--- src/rtl/case3_resp_capture.sv ---
// Response capture for the Case3 logic stage: folds len samples of y_in into a
// CRC-16 (0x1021) MISR and counts ones. Define RESP_SYNC_EN to resynchronize y_in.
module case3_resp_capture #(
  parameter int SIG_W = 16,
  parameter int CNT_W = 8
) (
  input  logic             clk,
  input  logic             rst_n,
  input  logic             y_in,
  input  logic             start,
  input  logic [CNT_W-1:0] len,
  output logic             busy,
  output logic             done,
  output logic [SIG_W-1:0] signature,
  output logic [CNT_W-1:0] ones_cnt
);

  localparam logic [SIG_W-1:0] SIG_SEED = '1;
  localparam logic [SIG_W-1:0] SIG_POLY = 16'h1021;

  // State bits double as the busy/done flops, so neither output has decode logic.
  typedef enum logic [1:0] {
    ST_IDLE = 2'b00,
    ST_RUN  = 2'b01,
    ST_DONE = 2'b10
  } state_t;

  state_t           r_state;
  state_t           w_state_nxt;
  logic [CNT_W-1:0] r_remaining;
  logic [SIG_W-1:0] r_signature;
  logic [CNT_W-1:0] r_ones_cnt;

  logic             w_s;
  logic             w_accept;
  logic             w_fb;
  logic [SIG_W-1:0] w_sig_nxt;

`ifdef RESP_SYNC_EN
  logic r_sync1;
  logic r_sync2;

  // Free-running so the two-cycle latency is the same whatever the FSM is doing.
  always_ff @(posedge clk or negedge rst_n) begin
    if (!rst_n) begin
      r_sync1 <= 1'b0;
      r_sync2 <= 1'b0;
    end else begin
      r_sync1 <= y_in;
      r_sync2 <= r_sync1;
    end
  end

  assign w_s = r_sync2;
`else
  assign w_s = y_in;
`endif

  // NOTE: sequential state uses non-blocking assignments so every flop samples
  // pre-edge values regardless of the order the always_ff blocks are evaluated.
  always_ff @(posedge clk or negedge rst_n) begin
    if (!rst_n) begin
      r_state <= ST_IDLE;
    end else begin
      r_state <= w_state_nxt;
    end
  end

  // NOTE: the default assignment at the top keeps this block latch-free even
  // when a branch leaves the next state unassigned.
  always_comb begin
    w_state_nxt = r_state;
    unique case (r_state)
      ST_IDLE: begin
        if (start) begin
          w_state_nxt = (len == '0) ? ST_DONE : ST_RUN;
        end
      end
      ST_RUN: begin
        if (r_remaining == CNT_W'(1)) begin
          w_state_nxt = ST_DONE;
        end
      end
      ST_DONE: w_state_nxt = ST_IDLE;
      default: w_state_nxt = ST_IDLE;
    endcase
  end

  always_comb begin
    busy = r_state[0];
    done = r_state[1];
  end

  assign w_accept  = (r_state == ST_IDLE) && start;
  assign w_fb      = r_signature[SIG_W-1] ^ w_s;
  assign w_sig_nxt = {r_signature[SIG_W-2:0], 1'b0} ^ (w_fb ? SIG_POLY : '0);

  // NOTE: the asynchronous reset covers every datapath register, so an aborted
  // capture leaves no partial signature or count behind.
  always_ff @(posedge clk or negedge rst_n) begin
    if (!rst_n) begin
      r_remaining <= '0;
      r_signature <= SIG_SEED;
      r_ones_cnt  <= '0;
    end else if (w_accept) begin
      r_remaining <= len;
      r_signature <= SIG_SEED;
      r_ones_cnt  <= '0;
    end else if (r_state == ST_RUN) begin
      r_remaining <= r_remaining - CNT_W'(1);
      r_signature <= w_sig_nxt;
      if (w_s && (r_ones_cnt != '1)) begin
        r_ones_cnt <= r_ones_cnt + CNT_W'(1);
      end
    end
  end

  assign signature = r_signature;
  assign ones_cnt  = r_ones_cnt;

endmodule
--- config.mk ---
export PLATFORM = sky130hd
export DESIGN_NAME = case3_resp_capture
export DESIGN_NICKNAME = d
export VERILOG_FILES = /design/src/rtl/case3_resp_capture.sv
export SDC_FILE = /design/constraint.sdc
export NUM_CORES = 1
export LEC_CHECK = 0
export ABC_CLOCK_PERIOD_IN_PS = 1470
export CAP_MARGIN = 20
export CORE_MARGIN = 2
export CORE_UTILIZATION = 47
export CTS_BUF_LIST = sky130_fd_sc_hd__clkbuf_4
export DETAILED_ROUTE_END_ITERATION = 7
export PLACE_DENSITY = 0.84
export SLEW_MARGIN = 20
export SYNTH_ARGS = -nofsm -noshare
export SYNTH_HDL_FRONTEND = slang
export SYNTH_SLANG_ARGS = --single-unit
--- constraint.sdc ---
create_clock -name clk -period 1.47 [get_ports clk]
set_clock_uncertainty 0.2 [all_clocks]
set_input_delay 0.147 -clock clk [delete_from_list [all_inputs] [get_ports clk]]
set_output_delay 0.147 -clock clk [all_outputs]
set_load 0.005 [all_outputs]
==> summary.txt, run 1 <==
GRT
  • Initial antenna violation count: 0
  • Largest net degree at the start of global routing: 35
  • Gr ovfl total: 0
  • GRT Overall Usage: 25.67%
  • Vias in the first global route: 1815
  • First-pass GRT wire length: 8038 um

Clocking
  • CTS max path bufs: 2
  • Clock sinks: 34
  • CTS tree: done
  • Worst skew pair latency: 0.35 ns
  • H-tree depth: 2
  • Root buf cell: clkbuf_4
  • TritonCTS Buffers: 5
  • Worst-path clk slew: 0.12 ns

Logic synthesis
  • #FFs+latches synth: 34
  • Sequential share of the synthesized area: 51.67%
  • Syn_area_per_cell: 9.415 um2
  • Yosys Warn Count: 0
  • Adder-cell area share of the yosys netlist: 2.227%
  • Synth area leaders: dfrtp_1 (27%), dfstp_2 (25%), nand2_1 (9.1%)
  • Largest family of logic cells by synthesized area: simple AND/OR/NAND/NOR gates
  • Xor/xnor share of the synthesized area: 1.559%
  • Syn Nets: 194
  • Post-synth EDFFs: 0
  • Area fraction in and, or, nand and nor cells after synthesis: 23.76%
  • Post-synthesis async set-or-reset flop share: 100.0%
  • Yosys cell types: 44
  • Synthesized cell area: 1685 um2
  • Multiplexer share of the synthesized area: 0%
  • Leading area contributor after synthesis: dfrtp_1
  • Compound-Gate Fraction of Synth Area: 17.07%
  • Gate Count Post-Synth: 179
  • Top_reg_cell synth: dfrtp_1
  • Yosys top cell area share: 26.73%

Worst setup path
  • Max FO, Critical Path: 4
  • Top delay family on crit path: simple AND/OR/NAND/NOR gates
  • Crit path capture type: register
  • Worst path bufs/invs: 1
  • Setup crit start kind: register
  • Worst path max stage delay: 0.40 ns
  • CP arrival: 1.80 ns
  • Crit path kind: reg -> reg
  • Worst path cell trace: buf_6 > ha_4 > and4b_2 > nand4_1 > nor3_1 > a211oi_1
  • Worst endpoint required time: 1.50 ns
  • CP max-delay cell: dfrtp_1

Pwr
  • Internal: 3.494 mW
  • Cell leakage power: 1.257 nW
  • Combinational share of power: 59.7%
  • Part of the total power dissipated in the clock network: 8.8%
  • Seq pwr share: 31.5%
  • Pwr Density: 2114 nW/um2
  • P_sw: 2.303 mW
  • Max VDD drop: 0.001155 V
  • Sw frac: 39.73%

Hold path
  • Worst hold path type: in -> reg

Run
  • Max-cap viol count: 0

Detailed routing
  • Starting DRC count in detailed routing: 150
  • DRT Wirelength: 5479 um
  • Final ANT Viol Nets: 0
  • Vias per inst: 5.789
  • Initial DRT Pass Iterations: 4
  • Vias: 1870
  • Routed wire per std cell: 16.96 um
  • Met2 Wirelength: 2833 um
  • Top routing layer used: met4
  • DRC: 0
  • Met3 Routed Length: 283 um
  • Metal-1 WL: 2068 um

STA
  • RSZ-0062 raised after global routing: true
  • Fmax: 564.8 MHz
  • Finish-stage setup viols: 35
  • Final Hold Vio Count: 0
  • Worst setup slack after layout: -0.3005 ns
  • Worst-Margin Slew: 0.3600 ns
  • Worst relative slew slack: 75.92%
  • Slew Viols, Final: 0
  • Crit share post-route: 120.4%
  • Final period demand of the worst path: 1.771 ns

Cells and area
  • Finished Layout Cells: 323
  • Final Cell Area: 2743 um2
  • # fillers: 186
  • Nets: 291
  • Share of cells above drive strength 1: 51.99%
  • Synth-to-layout area growth: 62.73%
  • Antenna cells: 0

Placement
  • DP Cell Count: 283
  • GP Congestion: 0.8428
  • HPWL Detailed: 2845 um
  • Port bufs: 37
  • DP Worst Slack: -0.2828 ns
  • Placed Area: 2318 um2

Die
  • Die ar.: 4081 um2
  • Die Ht: 63.88 um
  • Row count: 21
  • Die width: 63.88 um
  • CORE AREA: 3390 um2
  • IO Pins: 38
  • Starting Density: 49.72%

Run status
  • Outcome: finished, violations left
  • Failing checks: negative setup slack
Yosys cell counts, types with 2 or more instances:
cell type / count
nor3_1: 4
a211oi_1: 3
o21ai_0: 20
buf_2: 7
xnor2_1: 2
dfstp_2: 16
a21oi_1: 2
clkbuf_1: 2
nand4_1: 3
nor2_1: 8
nor4_1: 3
dfrtp_1: 18
inv_1: 4
nand2_1: 41
a221o_1: 4
nand3_1: 6
ha_1: 3
nand3b_1: 3
o211ai_1: 3
a31oi_1: 3
final cells by class:
| cell class | instances | area, um2 | area share [%] |
|---|---|---|---|
| multi-input cells | 132 | 929.6 | 33.90 |
| clock inverters | 3 | 16.27 | 0.5931 |
| flip-flops and latches | 34 | 873.3 | 31.84 |
| clock buffers | 5 | 37.54 | 1.369 |
| inverters | 4 | 15.01 | 0.5474 |
| well taps | 46 | 57.56 | 2.099 |
| repair buffers | 99 | 813.3 | 29.65 |
tightest hold or removal path: stages:
cell and delay (ns):
clkdlybuf4s50_1 0.42, nand2_1 0.08, o311ai_1 0.10
logic make-up (layout without fill, tap and decap cells):
logic type      after synthesis  count (layout)
simple gates                 81              82
compound gates               44              44
flops                        34              34
xor+xnor                      3               3
buf+inv                      14             111
fa+ha+maj                     3               3
cells in the final DEF (no fill, tap or decap), drive strengths merged, types with 3 or more instances in the layout:
| cell type | instances |
|---|---|
| nand3 | 6 |
| nor3 | 5 |
| buf | 62 |
| ha | 3 |
| o21ai | 20 |
| clkbuf | 24 |
| dlygate4sd2 | 5 |
| a31oi | 3 |
| o211ai | 3 |
| dfrtp | 18 |
| nor4 | 3 |
| dfstp | 16 |
| inv | 4 |
| nand4 | 3 |
| clkdlybuf4s50 | 11 |
| nand2 | 41 |
| a211oi | 3 |
| nor2 | 9 |
| nand3b | 3 |
| a221o | 4 |
final timing paths:
kind,from,endpoint,slack [ns],cells past startpoint
setup reg to reg,ones_cnt[0],ones_cnt[6],-0.30,6
min in group asynchronous,rst_n,ones_cnt[2],0.50,3
max in group asynchronous,rst_n,signature[13],0.30,3
setup / recovery,ones_cnt[0],ones_cnt[6],-0.30,6
hold reg to reg,signature[1],signature[2],0.28,2
hold / removal,len[5],r_remaining[5],0.22,3
state kept, by name (all words and copies together), names as in the netlist:
register and flops:
signature 16, r_remaining 8, r_state 2, ones_cnt 8
per-stage QoR:
step           hold WS [ns]  total power, mW  TNS (ns)  util, %
2_1_floorplan       -0.3486            3.096   -0.1511        -
3_3_place_gp         0.2477            4.347    -4.773    68.40
3_5_place_dp         0.2520            4.452    -5.583    68.40
4_1_cts              0.2247            5.429    -2.684    78.52
5_1_grt              0.2490            6.144    -4.438    80.92
6_report             0.2248            5.797    -3.374    80.92
power by group through the flow:
stage | clock network (mW) | registers, mW | logic, mW
finish | 0.511 | 1.82 | 3.46
global route | 0.572 | 1.86 | 3.71
CTS | 0.511 | 1.77 | 3.15
detailed placement | 0 | 1.85 | 2.60
global placement | 0 | 1.84 | 2.50
floorplan | 0 | 1.88 | 1.22
metal layers:
metal,vias to the layer above,GRT usage [%]
li1,843,-
met1,914,28.52
met2,82,43.75
met3,31,5.634
met4,0,17.12
met5,-,0
timing repair:
| item | CTS | global route |
|---|---|---|
| hold endpoints to repair | 18 | 0 |
| buffers inserted | 25 | 6 |
| pin swaps | 20 | 10 |
| hold buffers | 1 | 0 |
| setup endpoints to repair | 58 | 54 |
| resized for setup | 63 | 78 |
| cloned | 1 | 0 |
No activity file was read; power rests on OpenSTA's default activity.
==> run 2: changes to the inputs <==
--- a/config.mk
+++ b/config.mk
@@ -12,7 +12,7 @@
 export CTS_BUF_LIST = sky130_fd_sc_hd__clkbuf_4
 export DETAILED_ROUTE_END_ITERATION = 7
 export PLACE_DENSITY = 0.84
-export SLEW_MARGIN = 20
+export SLEW_MARGIN = 0
 export SYNTH_ARGS = -nofsm -noshare
 export SYNTH_HDL_FRONTEND = slang
 export SYNTH_SLANG_ARGS = --single-unit
==> results of run 2 <==
The final DEF is identical to that of run 1; final timing and power are the same.
